### src/rtl/cluster_rate_generator_pkg.sv
// Shared types and constants for the synthetic cluster-count source.
package cluster_rate_generator_pkg;

  // Fabric clock of the LHC-synchronous trigger path, in Hz.
  localparam int unsigned C_CLK_FREQ_LHC = 32'd40000000;

  // Default datapath widths.
  localparam int C_COUNT_WIDTH = 8;
  localparam int C_BURST_WIDTH = 16;
  localparam int C_RATE_WIDTH  = 32;

  // Generator control states.
  typedef enum logic [1:0] {
    ST_IDLE = 2'd0,
    ST_RUN  = 2'd1,
    ST_DONE = 2'd2
  } state_e;

  // Requested rates above the clock frequency saturate to one event per cycle.
  function automatic logic [31:0] clamp_rate(input logic [31:0] rate,
                                             input logic [31:0] limit);
    logic [31:0] result;
    if (rate > limit) begin
      result = limit;
    end else begin
      result = rate;
    end
    return result;
  endfunction

endpackage

### src/rtl/cluster_rate_generator_rate_phase_acc.sv
// Phase accumulator: adds step every cycle and signals a fire whenever the
// running sum reaches the modulus, keeping the remainder so the long-run
// average fire rate is exactly step/modulus per cycle.
import cluster_rate_generator_pkg::*;

module rate_phase_acc #(
  parameter logic [31:0] g_MODULUS = 32'd40000000
) (
  input  logic        clock,
  input  logic        reset_n,
  input  logic        clear,
  input  logic [31:0] step,
  output logic        fire
);

  logic [31:0] acc_q;
  logic [31:0] acc_d;
  logic [32:0] sum_s;
  logic [32:0] diff_s;
  logic        reach_s;

  // Sum is 33 bits wide so acc + step can never wrap before the compare.
  always_comb begin
    sum_s   = {1'b0, acc_q} + {1'b0, step};
    diff_s  = sum_s - {1'b0, g_MODULUS};
    reach_s = (sum_s >= {1'b0, g_MODULUS});
    acc_d   = acc_q;
    fire    = 1'b0;
    if (clear) begin
      acc_d = 32'd0;
      fire  = 1'b0;
    end else if (reach_s) begin
      // acc < modulus and step <= modulus, so the remainder fits 32 bits.
      acc_d = diff_s[31:0];
      fire  = 1'b1;
    end else begin
      acc_d = sum_s[31:0];
      fire  = 1'b0;
    end
  end

  // Accumulator register.
  always_ff @(posedge clock or negedge reset_n) begin
    if (!reset_n) begin
      acc_q <= 32'd0;
    end else begin
      acc_q <= acc_d;
    end
  end

endmodule

### src/rtl/cluster_rate_generator.sv
// Synthetic cluster-count source: emits multiplicity clusters on each event
// at a programmed rate, continuously or as a fixed-length burst.
import cluster_rate_generator_pkg::*;

module cluster_rate_generator #(
  parameter int unsigned g_CLK_FREQUENCY = C_CLK_FREQ_LHC,
  parameter int          g_COUNT_WIDTH   = C_COUNT_WIDTH,
  parameter int          g_BURST_WIDTH   = C_BURST_WIDTH
) (
  input  logic                     clock,
  input  logic                     reset_n,
  input  logic                     enable,
  input  logic                     burst_mode,
  input  logic [31:0]              target_rate,
  input  logic [g_COUNT_WIDTH-1:0] multiplicity,
  input  logic [g_BURST_WIDTH-1:0] burst_length,
  output logic [g_COUNT_WIDTH-1:0] cluster_count,
  output logic                     busy,
  output logic                     done,
  output logic [31:0]              events_sent
);

  localparam logic [31:0] C_MODULUS = 32'(g_CLK_FREQUENCY);

  state_e                   state_q, state_d;
  logic [31:0]              rate_q, rate_d;
  logic [g_COUNT_WIDTH-1:0] mult_q, mult_d;
  logic [g_BURST_WIDTH-1:0] blen_q, blen_d;
  logic                     bmode_q, bmode_d;
  logic [g_BURST_WIDTH-1:0] evcnt_q, evcnt_d;
  logic [g_COUNT_WIDTH-1:0] cluster_count_q, cluster_count_d;
  logic [31:0]              events_sent_q, events_sent_d;

  logic [31:0]              rate_l_s;
  logic [31:0]              step_s;
  logic                     acc_clear_s;
  logic                     fire_s;
  logic [g_BURST_WIDTH-1:0] evcnt_inc_s;

  // The accumulator only advances while running and enabled; an enable drop
  // in RUN therefore can never produce an event on the exit edge. It is held
  // cleared in IDLE so every start begins from phase zero.
  assign rate_l_s    = clamp_rate(rate_q, C_MODULUS);
  assign step_s      = ((state_q == ST_RUN) && enable) ? rate_l_s : 32'd0;
  assign acc_clear_s = (state_q == ST_IDLE);
  assign evcnt_inc_s = evcnt_q + g_BURST_WIDTH'(1);

  rate_phase_acc #(
    .g_MODULUS (C_MODULUS)
  ) u_rate_phase_acc (
    .clock   (clock),
    .reset_n (reset_n),
    .clear   (acc_clear_s),
    .step    (step_s),
    .fire    (fire_s)
  );

  // Next-state, configuration latching, event counting and output data.
  always_comb begin
    state_d         = state_q;
    rate_d          = rate_q;
    mult_d          = mult_q;
    blen_d          = blen_q;
    bmode_d         = bmode_q;
    evcnt_d         = evcnt_q;
    events_sent_d   = events_sent_q;
    cluster_count_d = '0;
    case (state_q)
      ST_IDLE: begin
        if (enable) begin
          rate_d        = target_rate;
          mult_d        = multiplicity;
          blen_d        = burst_length;
          bmode_d       = burst_mode;
          evcnt_d       = '0;
          events_sent_d = 32'd0;
          if (burst_mode && (burst_length == '0)) begin
            state_d = ST_DONE;
          end else begin
            state_d = ST_RUN;
          end
        end else begin
          state_d = ST_IDLE;
        end
      end
      ST_RUN: begin
        if (!enable) begin
          state_d = ST_IDLE;
        end else if (fire_s) begin
          cluster_count_d = mult_q;
          events_sent_d   = events_sent_q + 32'd1;
          evcnt_d         = evcnt_inc_s;
          if (bmode_q && (evcnt_inc_s == blen_q)) begin
            state_d = ST_DONE;
          end else begin
            state_d = ST_RUN;
          end
        end else begin
          state_d = ST_RUN;
        end
      end
      ST_DONE: begin
        if (!enable) begin
          state_d = ST_IDLE;
        end else begin
          state_d = ST_DONE;
        end
      end
      default: begin
        state_d = ST_IDLE;
      end
    endcase
  end

  // State, latched configuration and registered outputs.
  always_ff @(posedge clock or negedge reset_n) begin
    if (!reset_n) begin
      state_q         <= ST_IDLE;
      rate_q          <= 32'd0;
      mult_q          <= '0;
      blen_q          <= '0;
      bmode_q         <= 1'b0;
      evcnt_q         <= '0;
      cluster_count_q <= '0;
      events_sent_q   <= 32'd0;
    end else begin
      state_q         <= state_d;
      rate_q          <= rate_d;
      mult_q          <= mult_d;
      blen_q          <= blen_d;
      bmode_q         <= bmode_d;
      evcnt_q         <= evcnt_d;
      cluster_count_q <= cluster_count_d;
      events_sent_q   <= events_sent_d;
    end
  end

  assign cluster_count = cluster_count_q;
  assign events_sent   = events_sent_q;
  assign busy          = (state_q == ST_RUN);
  assign done          = (state_q == ST_DONE);

endmodule

### config.mk
export PLATFORM = sky130hd
export DESIGN_NAME = cluster_rate_generator
export DESIGN_NICKNAME = d
export VERILOG_FILES = /design/src/rtl/cluster_rate_generator_pkg.sv /design/src/rtl/cluster_rate_generator_rate_phase_acc.sv /design/src/rtl/cluster_rate_generator.sv
export SDC_FILE = /design/constraint.sdc
export NUM_CORES = 1
export LEC_CHECK = 0
export ABC_AREA = 1
export CAP_MARGIN = 20
export CORE_ASPECT_RATIO = 1.75
export CORE_UTILIZATION = 40
export DETAILED_ROUTE_END_ITERATION = 12
export PLACE_DENSITY = 0.64
export SYNTH_ARGS = -nofsm -noshare
export SYNTH_HDL_FRONTEND = slang
export SYNTH_SLANG_ARGS = --single-unit
export TNS_END_PERCENT = 5
### constraint.sdc
create_clock -name clock -period 11.55 [get_ports clock]
set_input_delay 2.31 -clock clock [delete_from_list [all_inputs] [get_ports clock]]
set_output_delay 2.31 -clock clock [all_outputs]
set_load 0.01 [all_outputs]
# Word-level counts from Yosys, hierarchy flattened
# Index checks and enable logic that the tools add are counted.
[op_classes]
eq_ne = 6
n_reduce_logical = 8
div = 0
order_cmp = 2
mul = 0
add_sub_neg = 4
n_bitwise = 0
muxes = 24
n_shift = 0
[op_table]
columns = ["cell", "count"]
rows = [
  ["$mux 32", 7],
  ["$pmux 32 s2", 1],
  ["$mux 16", 3],
  ["$add 32x32->33", 1],
  ["$ge 33x26->1 const B", 1],
  ["$add 32x1->32 const B", 1],
  ["$gt 32x26->1 const B", 1],
  ["$pmux 16 s2", 1],
  ["$sub 32x26->32 const B", 1],
  ["$mux 8", 3],
  ["$add 16x1->16 const B", 1],
  ["$eq 16x16->1", 1],
  ["$logic_not 16->1", 1],
  ["$mux 2", 6],
  ["$pmux 2 s3", 1],
  ["$ne 2x2->1 const B", 2],
  ["$reduce_and 4->1", 1],
  ["$logic_and 1x1->1", 3],
  ["$eq 2x1->1 const B", 1],
  ["$eq 2x2->1 const B", 1],
  ["$logic_not 2->1", 1],
  ["$mux 1", 2],
  ["$ne 2x1->1 const B", 1],
  ["$reduce_and 2->1", 1],
  ["$reduce_bool 2->1", 1],
]
[totals]
latch_bits = 0
in_bits = 60
mem_bits_ro = 0
mem_bits_rw = 0
elab_cells = 53
memories = 0
register_bits = 147

# Logic depth before layout (Yosys ltp)
[logic_depth]
depth_word = 10
depth_mapped = 36
mapped_depth_nobuf = 33

# Modules after synthesis
# From an unflattened synthesis, not the netlist that was laid out.
[hier_totals]
cells_unflattened = 1736
hier_area_um2 = 10911.7
[by_module_without_submodules]
columns = ["mod", "cells_each", "area_each_um2", "n_inst"]
rows = [
  ["cluster_rate_generator", 863, 6198.4, 1],
  ["rate_phase_acc", 873, 4713.3, 1],
]

# Least setup slack after synthesis
# Ideal clock, no wire load.
[synth_timing]
path_kind = "input to register"
startpoint = "in enable"
endpoint = "reg evcnt_q[10]"
path_buffers = 3
arrival_ns = 5.330
path_stages = 26
slack_ns = 6.103
cell_sequence = "inv_1 -> nor2_1 -> inv_1 -> clkbuf_1 -> nor2_1 -> ha_1 -> nand2_1 -> nor2_1 -> nand3_1 -> nand4_1 -> nand2_1 -> ha_1 -> inv_1 -> nand3_1 -> nor2_1 -> nand2_1 -> nand2_2 -> nand3_2 -> nand2_2 -> nand2_4 -> nand3_4 -> nand2_4 -> buf_6 -> buf_4 -> nand3_1 -> nand2_1"
[synth_between]
elab_chain_len = 8
elab_cells_between_ends = 10
classes_between = "1 x add/sub; 1 x order compare; 3 x eq/ne; 3 x mux; 2 x reduce/logical"
[synth_rtl]
columns = ["element", "line_no", "rtl"]
rows = [
  ["start, declared", "cluster_rate_generator.sv:12", "input logic enable,"],
  ["$logic_and 1x1->1", "cluster_rate_generator.sv:44", "assign step_s = ((state_q == ST_RUN) && enable) ? rate_l_s : 32'd0;"],
  ["$mux 32", "cluster_rate_generator.sv:44", ""],
  ["$add 32x32->33", "cluster_rate_generator_rate_phase_acc.sv:24", "sum_s = {1'b0, acc_q} + {1'b0, step};"],
  ["$ge 33x26->1", "cluster_rate_generator_rate_phase_acc.sv:26", "reach_s = (sum_s >= {1'b0, g_MODULUS});"],
  ["$mux 1", "cluster_rate_generator_rate_phase_acc.sv:32", "end else if (reach_s) begin"],
  ["$mux 1", "cluster_rate_generator_rate_phase_acc.sv:29", "if (clear) begin"],
  ["$ne 2x1->1 (no source line)", "-", ""],
  ["$reduce_and 4->1 (no source line) (*)", "-", ""],
  ["end signal, assigned", "cluster_rate_generator.sv:132", "evcnt_q <= evcnt_d;"],
  ["end, declared", "cluster_rate_generator.sv:30", "logic [g_BURST_WIDTH-1:0] evcnt_q, evcnt_d;"],
]
# Mark *: on every way between the ends. The rest lies on a longest branch, timed or not.
# A chain may end at the register's enable or synchronous reset.

# Final worst setup path
[layout_timing]
startpoint = "in enable"
endpoint = "reg events_sent_q[16], in the netlist events_sent[16]"
[layout_between]
elab_chain_len = 8
elab_cells_between_ends = 10
classes_between = "1 x add/sub; 1 x order compare; 3 x eq/ne; 3 x mux; 2 x reduce/logical"
[layout_rtl]
columns = ["element", "line_no", "rtl"]
rows = [
  ["$logic_and 1x1->1", "cluster_rate_generator.sv:44", ""],
  ["$mux 32", "cluster_rate_generator.sv:44", ""],
  ["$add 32x32->33", "cluster_rate_generator_rate_phase_acc.sv:24", ""],
  ["$ge 33x26->1", "cluster_rate_generator_rate_phase_acc.sv:26", ""],
  ["$mux 1", "cluster_rate_generator_rate_phase_acc.sv:32", ""],
  ["$mux 1", "cluster_rate_generator_rate_phase_acc.sv:29", ""],
  ["$ne 2x1->1 (no source line)", "-", ""],
  ["$reduce_and 4->1 (no source line) (*)", "-", ""],
  ["end signal, assigned", "cluster_rate_generator.sv:134", "events_sent_q <= events_sent_d;"],
  ["end, declared", "cluster_rate_generator.sv:32", "logic [31:0] events_sent_q, events_sent_d;"],
]
# Marked as above.

==> flow_summary.toml <==
[logic_synthesis]
synth_cells = 1850
ys_seq_area_share_pct = 32.1
yosysUniqueCellTypes = 38
netlist_top_cells_count = "nand2_1 (714), inv_1 (236), nor2_1 (228)"
avgSynthCellArea_um2 = 6.18
synth_area_leader_cell = "dfrtp_1"
synth_most_common_cell = "nand2_1"
ys_top_cells_by_area = "dfrtp_1 (32%), nand2_1 (23%), inv_1 (7.7%)"
synth_top_flop_cell = "dfrtp_1"
async_reset_ff_share_pct = 100
ys_seq_elements = 147
yosys.area.top_type_share_pct = 32.1
synth_edf_count = 0
yosysWarningCount = 0
syn_area_mm2 = 0.0114

[finish]
drive_above_1_share_pct = 4.51
fin_area_mm2 = 0.0133
final_nets = 2033
antenna_cells = 0
fin_cells = 2323
final_util_pct = 47.5
area_growth_pct = 16.5

[drt]
dr.first_iter.drc_count = 703
wire_per_inst_um = 16.8
vias = 12000
viasPerCell = 5.16
drt-pass1-iter-count = 5
drc_errors = 0
wirelength_um = 39000
postRouteAntennaNets = 0

[worst_setup_path]
path_class = "input pin to register"
critPathSlowestCell = "nand2_4"
slowest_delay_ps = 600
critPathLaunchType = "input pin"
reg2regPathDepth = 32
cp.arrival_ps = 8240
cp-end-kind = "register"
cp_max_fo = 49
cp_common_cell = "nand2_1"
cp.required_ps = 11940

[sta]
hold_viol = 0
skew_ps = 9.08
maxSlewViolCount = 0
fmax_mhz = 127
finalCriticalPeriod_ps = 7860
fin_tns_setup_ps = 0
slew_headroom_pct = 32.1
fin_ws_ps = 3690
holdWs_ps = 471
finalSetupViolCount = 0
worstMarginPinSlew_ps = 1020
period_share_pct = 68.0
rsz0062_at_grt = "false"

[placed_design]
routabilityCongestion = 0.998
pre_cts_ws_ps = 3250
placedInstanceArea_mm2 = 0.0127
dp_hpwl_um = 30500
port_buffers = 101
dp.cells = 2290

[cts]
cts_buffer_depth = 2
cts_resized = 0
clk_latency_ps = 450
cts_setup_buffers = 0
root_buffer = "clkbuf_16"
htree_levels = 4
cts-buffers-inserted = 17
clock-sinks = 147
cts_tree = "yes"
cts_hold_buf = 0
clk_pin_slew_ps = 60

[global_route]
grt_pass1_wl_um = 60100
track_usage_pct = 27.5
antenna_found_initial = 0
grt_pass1_vias = 11900
grt_max_degree = 102
grt-ovfl-total = 0

[min_path]
hp-class = "register to register"
holdPathStages = 2

[floorplan]
die_area_mm2 = 0.0293
floorplan.initialDensity_pct = 40.8
die_w_um = 130
die_height_um = 226
coreArea_mm2 = 0.0281
rows = 81
io_pins = 102

[status]
status = "finished clean"

[power_and_ir_drop]
p_leak_nw = 6.79
power_density_mw_per_mm2 = 159
finalPower_mw = 2.12
ir_worst_vdd_mv = 0.105

[job]
cap_violations = 0
layout make-up:
type                       count  area [um^2]
timing repair buffer         108         1080
fill                        3000        14700
clock inverter                13          128
inverter                     244          916
tap                          373          467
multi-input combinational   1419         6630
clock buffer                  19          433
sequential                   147         3680
final timing paths:
| path | to | slack (ps) | from |
|---|---|---|---|
| worst min register to register | mult_q[1] | 470 | mult_q[1] |
| worst max-delay path | events_sent[16] | 3690 | enable |
| worst min-delay path | mult_q[1] | 470 | mult_q[1] |
| max in group asynchronous | rate_q[28] | 8500 | reset_n |
| min in group asynchronous | blen_q[8] | 1860 | reset_n |
| worst max register to register | events_sent[16] | 4400 | rate_q[30] |
cells by family after synthesis:
family / count (synthesis) / share of synthesized area, %
other: 1 / 0.0328
buffers and inverters: 289 / 10.2
AO/OA/AOI/OAI: 95 / 4.34
flip-flops: 147 / 32.1
adder cells (fa/ha/maj): 36 / 4.00
AND/OR/NAND/NOR: 1228 / 45.2
XOR/XNOR: 54 / 4.13
state kept, by name, indices dropped and copies added (netlist names):
signal and cells:
events_sent 32, state_q 2, evcnt_q 16, blen_q 16, bmode_q 1, mult_q 8
u_rate_phase_acc.acc_q 32, cluster_count 8, rate_q 32
cell usage in the layout (no fill, tap or decap), types with 25 or more instances in the layout:
cell / count
nand2_1: 714
clkdlybuf4s50_1: 100
xor2_1: 29
a21oi_1: 44
ha_1: 35
xnor2_1: 25
o21ai_0: 44
nand3_1: 152
nor3_1: 34
nand4_1: 39
dfrtp_1: 147
nor2_1: 227
inv_1: 235
critical path, delay by kind of cell:
family | cells | cell delay [ps]
and+or+nand+nor | 20 | 3860
buffers and inverters | 7 | 1450
adders and majority gates | 2 | 580
where the power goes:
part | internal (mW) | switching (mW) | leakage [nW]
Clock | 0.299 | 0.245 | 0.265
Combinational | 0.284 | 0.643 | 4.60
Sequential | 0.595 | 0.0528 | 1.93
Total | 1.18 | 0.941 | 6.79
layer usage:
layer | global-route usage, % | share of wire [%]
met1 | 25.2 | 34
met2 | 52.3 | 54
met3 | 3.53 | 3.5
met4 | 22.6 | 8.2
met5 | 0 | 0
No activity file was read; power rests on OpenSTA's default activity.
==> patch 1 (same flow settings) <==
Put one more register stage on the output `events_sent`, without a reset. The value now appears one clock later. The other outputs are not delayed to match.
--- a/src/rtl/cluster_rate_generator.sv
+++ b/src/rtl/cluster_rate_generator.sv
@@ -138,3 +138,5 @@
   assign cluster_count = cluster_count_q;
-  assign events_sent   = events_sent_q;
+  always_ff @(posedge clock) begin
+    events_sent <= events_sent_q;
+  end
   assign busy          = (state_q == ST_RUN);
Check against the original RTL: not equivalent (a bounded check fails within 4 cycles, from zero or initial values and one cycle with reset_n low).
==> patch 1 against the unedited design <==
- sequential cell count is 32 higher
- worst setup slack better by 0.14 ns
- area after synthesis is 3.2% higher
- final area is 3.1% higher
- critical endpoint is now events_sent_q[6]$_DFFE_PN0P_
- via count is 0.44% lower
- sequential power is 17% higher
- total power is 7.6% higher
- non-clock buffer count stayed put
- routed wire length hardly changed
==> patch 1: results (changes against the unedited design) <==
filler instances=3048 (was 3000); routed wl met3=1.33 mm (was 1.35 mm); Async SR Flop Fraction=82.1% (was 100%); synth unique cells=44 (was 38); Worst VDD drop=0.128 mV (was 0.105 mV); Synth area leaders=dfrtp_1 (31%), nand2_1 (22%), nor2_1 (7.2%), inv_1 (7.2%), nand3_1 (6.1%) (was dfrtp_1 (32%), nand2_1 (23%), inv_1 (7.7%), nor2_1 (7.5%), nand3_1 (6.6%)); Seq/Total Area, Yosys=36.6% (was 32.1%); critical path data arrival time=8.11 ns (was 8.24 ns); Final HPWL DP=30.5 mm (about the same); non-filler cells, final=2306 (was 2323); Place WS=3.48 ns (was 3.25 ns); post-DR wirelength/cell=16.9 um (was 16.8 um); Critical Path Max Stage Delay=0.91 ns (was 0.60 ns); critical-path maximum fanout=49 (unchanged); layout cells sized above 1=3.94% (was 4.51%); status=complete, no violations (unchanged); max-slew headroom at the worst pin=30.1% (was 32.1%); Synth top cells by count=nand2_1 (690), nor2_1 (227), inv_1 (225) (was nand2_1 (714), inv_1 (236), nor2_1 (228)); DR iter-0 viols=763 (was 703); DR vias=11900 (was 12000); top layer in use=met5 (was met4); largest net degree at the start of global routing=104 (was 102); Slowest cell on crit path=nand2_2 (was nand2_4); Mean Syn Cell Area=6.46 um^2 (was 6.18 um^2); GPL Wtd Cong=1.02 (was 0.998); layout net count=2011 (was 2033); initial antenna violation count=1 (was 0); post-synth top area share=31.2% (was 32.1%); first-pass GRT wire length=61.1 mm (was 60.1 mm); clk_skew=0.0105 ns (was 0.00908 ns)
==> patch 1: cell families (layout without fill, tap and decap cells) <==
| family | count (synthesis) | after routing | share of synthesized area (%) |
|---|---|---|---|
| AND/OR/NAND/NOR | 1189 | 1189 | 42.1 |
| XOR/XNOR | 48 | 48 | 3.56 |
| adder cells (fa/ha/maj) | 36 | 36 | 3.88 |
| buffers and inverters | 275 | 369 | 9.31 |
| other | 1 | 6 | 0.0318 |
| AO/OA/AOI/OAI | 101 | 101 | 4.49 |
| flip-flops | 179 | 179 | 36.6 |
==> patch 1: layout make-up <==
type | instances | area share, %
Clock buffer | 19 | 3.15
Multi-Input combinational cell | 1380 | 46.7
Inverter | 229 | 6.26
Timing Repair Buffer | 108 | 7.75
Sequential cell | 179 | 31.4
Tap cell | 378 | 3.44
Clock inverter | 13 | 1.25
==> patch 1: per-stage QoR <==
step | instance area (um^2) | total power, mW
6_report | 13700 | 2.28
5_1_grt | 13700 | 2.42
4_1_cts | 13700 | 2.27
3_5_place_dp | 13100 | 1.66
3_3_place_gp | 13100 | 1.65
2_1_floorplan | 11800 | 1.36
==> patch 1: routing by layer <==
metal / vias to the layer above / track usage [%]
met5: - / 0
met4: 2 / 22.0
met1: 5584 / 24.7
met2: 340 / 50.2
li1: 5877 / -
met3: 134 / 4.34
==> patch 1: final timing paths <==
path,slack [ns],endpoint,cells past startpoint,start
setup reg to reg,4.39,events_sent_q[6]$_DFFE_PN0P_,30,rate_q[30]$_DFFE_PN0P_
setup / recovery,3.83,events_sent_q[6]$_DFFE_PN0P_,27,enable
max in group asynchronous,8.07,u_rate_phase_acc.acc_q[25]$_DFF_PN0_,3,reset_n
hold reg to reg,0.44,events_sent[31]$_DFF_P_,0,events_sent_q[31]$_DFFE_PN0P_
hold / removal,0.44,events_sent[31]$_DFF_P_,0,events_sent_q[31]$_DFFE_PN0P_
min in group asynchronous,1.81,events_sent_q[13]$_DFFE_PN0P_,1,reset_n
==> patch 1: critical path, delay by kind of cell <==
kind,cells,cell delay [ns]
buffers and inverters,5,1.23
adder cells (fa/ha/maj),2,0.59
AND/OR/NAND/NOR,20,3.93
==> patch 1: report_power, final <==
part | internal [mW] | switching [mW] | total, mW
Combinational | 0.268 | 0.640 | 0.908
Sequential | 0.707 | 0.0528 | 0.760
Clock | 0.344 | 0.269 | 0.613
Total | 1.32 | 0.961 | 2.28
==> patch 2 (config.mk and constraints unchanged) <==
Made on the original files. Set the package constant `C_COUNT_WIDTH` to 9 (it was 8).
--- a/src/rtl/cluster_rate_generator_pkg.sv
+++ b/src/rtl/cluster_rate_generator_pkg.sv
@@ -7,3 +7,3 @@
   // Default datapath widths.
-  localparam int C_COUNT_WIDTH = 8;
+  localparam int C_COUNT_WIDTH = 9;
   localparam int C_BURST_WIDTH = 16;
Ports: changed (resized cluster_count and multiplicity); port bits go from 102 to 104. No check against the original RTL was run, so the function may have changed too.
==> patch 2 against the unedited design <==
- total power up 0.77%
- clock power up 5.9%
- count of clock-buffer cells in the layout down 2
- area after synthesis down 0.61%
- sequential cell count up 2
- worst setup slack worse by 0.23 ns
- first-iteration DRC count up 3.7%
- critical path depth down 1
- routed wire length down 2.8%
- utilization up 0.16 points
- combinational power down 4.2%
- final area about the same
- maximum frequency down 2.8%
- global-route usage down 0.46 points
- largest cell class unchanged
==> patch 2: results (changes against the unedited design) <==
clk_skew=0.0165 ns (was 0.00908 ns); Met2 Routed Length=19.9 mm (was 21.0 mm); Synth Area in Adders=4.03% (was 4.00%); first-pass GRT wire length=58.6 mm (was 60.1 mm); Hold Path End=mult_q[6]$_DFFE_PN0P_ (was mult_q[1]$_DFFE_PN0P_); P_leak=6.75 nW (was 6.79 nW); Min-Delay Startpoint=mult_q[6]$_DFFE_PN0P_ (was mult_q[1]$_DFFE_PN0P_); DR vias=11700 (was 12000); Synth area leaders=dfrtp_1 (33%), nand2_1 (23%), inv_1 (7.4%), nor2_1 (7.1%), nand3_1 (6.5%) (was dfrtp_1 (32%), nand2_1 (23%), inv_1 (7.7%), nor2_1 (7.5%), nand3_1 (6.6%)); Port Buf Inserts=103 (was 101); xor/xnor share of the synthesized area=4.08% (was 4.13%); critical-path maximum fanout=49 (unchanged); post-synthesis compound-gate area fraction=4.55% (was 4.34%); layout net count=1999 (was 2033); Root Driver=clkbuf_16 (unchanged); Crit Reg-Reg Endpoint=evcnt_q[5]$_DFFE_PN0P_ (was events_sent[16]$_DFFE_PN0P_); GPL Wtd Cong=0.994 (was 0.998); met3 global-route usage=3.21% (was 3.53%); Async SR Flop Fraction=100% (unchanged); Final HPWL DP=30.0 mm (was 30.5 mm); reg2reg setup slack=4.01 ns (was 4.40 ns); critical path data arrival time=8.46 ns (was 8.24 ns); Worst VDD drop=0.124 mV (was 0.105 mV); Int Pwr=1.20 mW (was 1.18 mW); slew at the pin closest to its max-slew limit=1.06 ns (was 1.02 ns); post-DR wirelength/cell=16.6 um (was 16.8 um); gr usage total=27.0% (was 27.5%); Sequential Power=0.670 mW (was 0.648 mW); vias in the first global route=11500 (was 11900); reg2reg path depth=30 (was 32); setup bufs post-CTS=0 (unchanged); routed wl met3=1.26 mm (was 1.35 mm); largest net degree at the start of global routing=107 (was 102); switch share=43.7% (was 44.4%); Synth top cells by count=nand2_1 (686), inv_1 (223), nor2_1 (216) (was nand2_1 (714), inv_1 (236), nor2_1 (228)); met2 usage=49.9% (was 52.3%); WL met1=13.1 mm (was 13.4 mm); status=complete, no violations (unchanged); r2r startpoint=rate_q[30]$_DFFE_PN0P_ (unchanged); M1 GR Usage=25.5% (was 25.2%); Clock power frac=27.0% (was 25.7%); synth unique cells=42 (was 38); DR iter-0 viols=729 (was 703); HP Class=flop to flop (unchanged); layout cells sized above 1=5.48% (was 4.51%)
-- patch 2: area by class of cell --
| type | instances | area share, % |
|---|---|---|
| multi-input cells | 1390 | 49.1 |
| flip-flops and latches | 149 | 28.0 |
| repair buffers | 110 | 8.29 |
| inverters | 234 | 6.60 |
| well taps | 373 | 3.50 |
| clock buffers | 17 | 3.19 |
| clock inverters | 15 | 1.30 |
-- patch 2: through the flow --
step | std cells | hold WS [ns] | util [%] | area, um^2 | worst slack [ns]
after floorplan | 1818 | 0.442 | - | 11400 | 5.98
after global placement | 2255 | 0.454 | 45.4 | 12700 | 3.10
after detailed placement | 2255 | 0.459 | 45.4 | 12700 | 3.05
after CTS | 2287 | 0.475 | 47.5 | 13300 | 3.49
after global routing | 2288 | 0.498 | 47.6 | 13300 | 2.80
final | 2288 | 0.474 | 47.6 | 13300 | 3.47
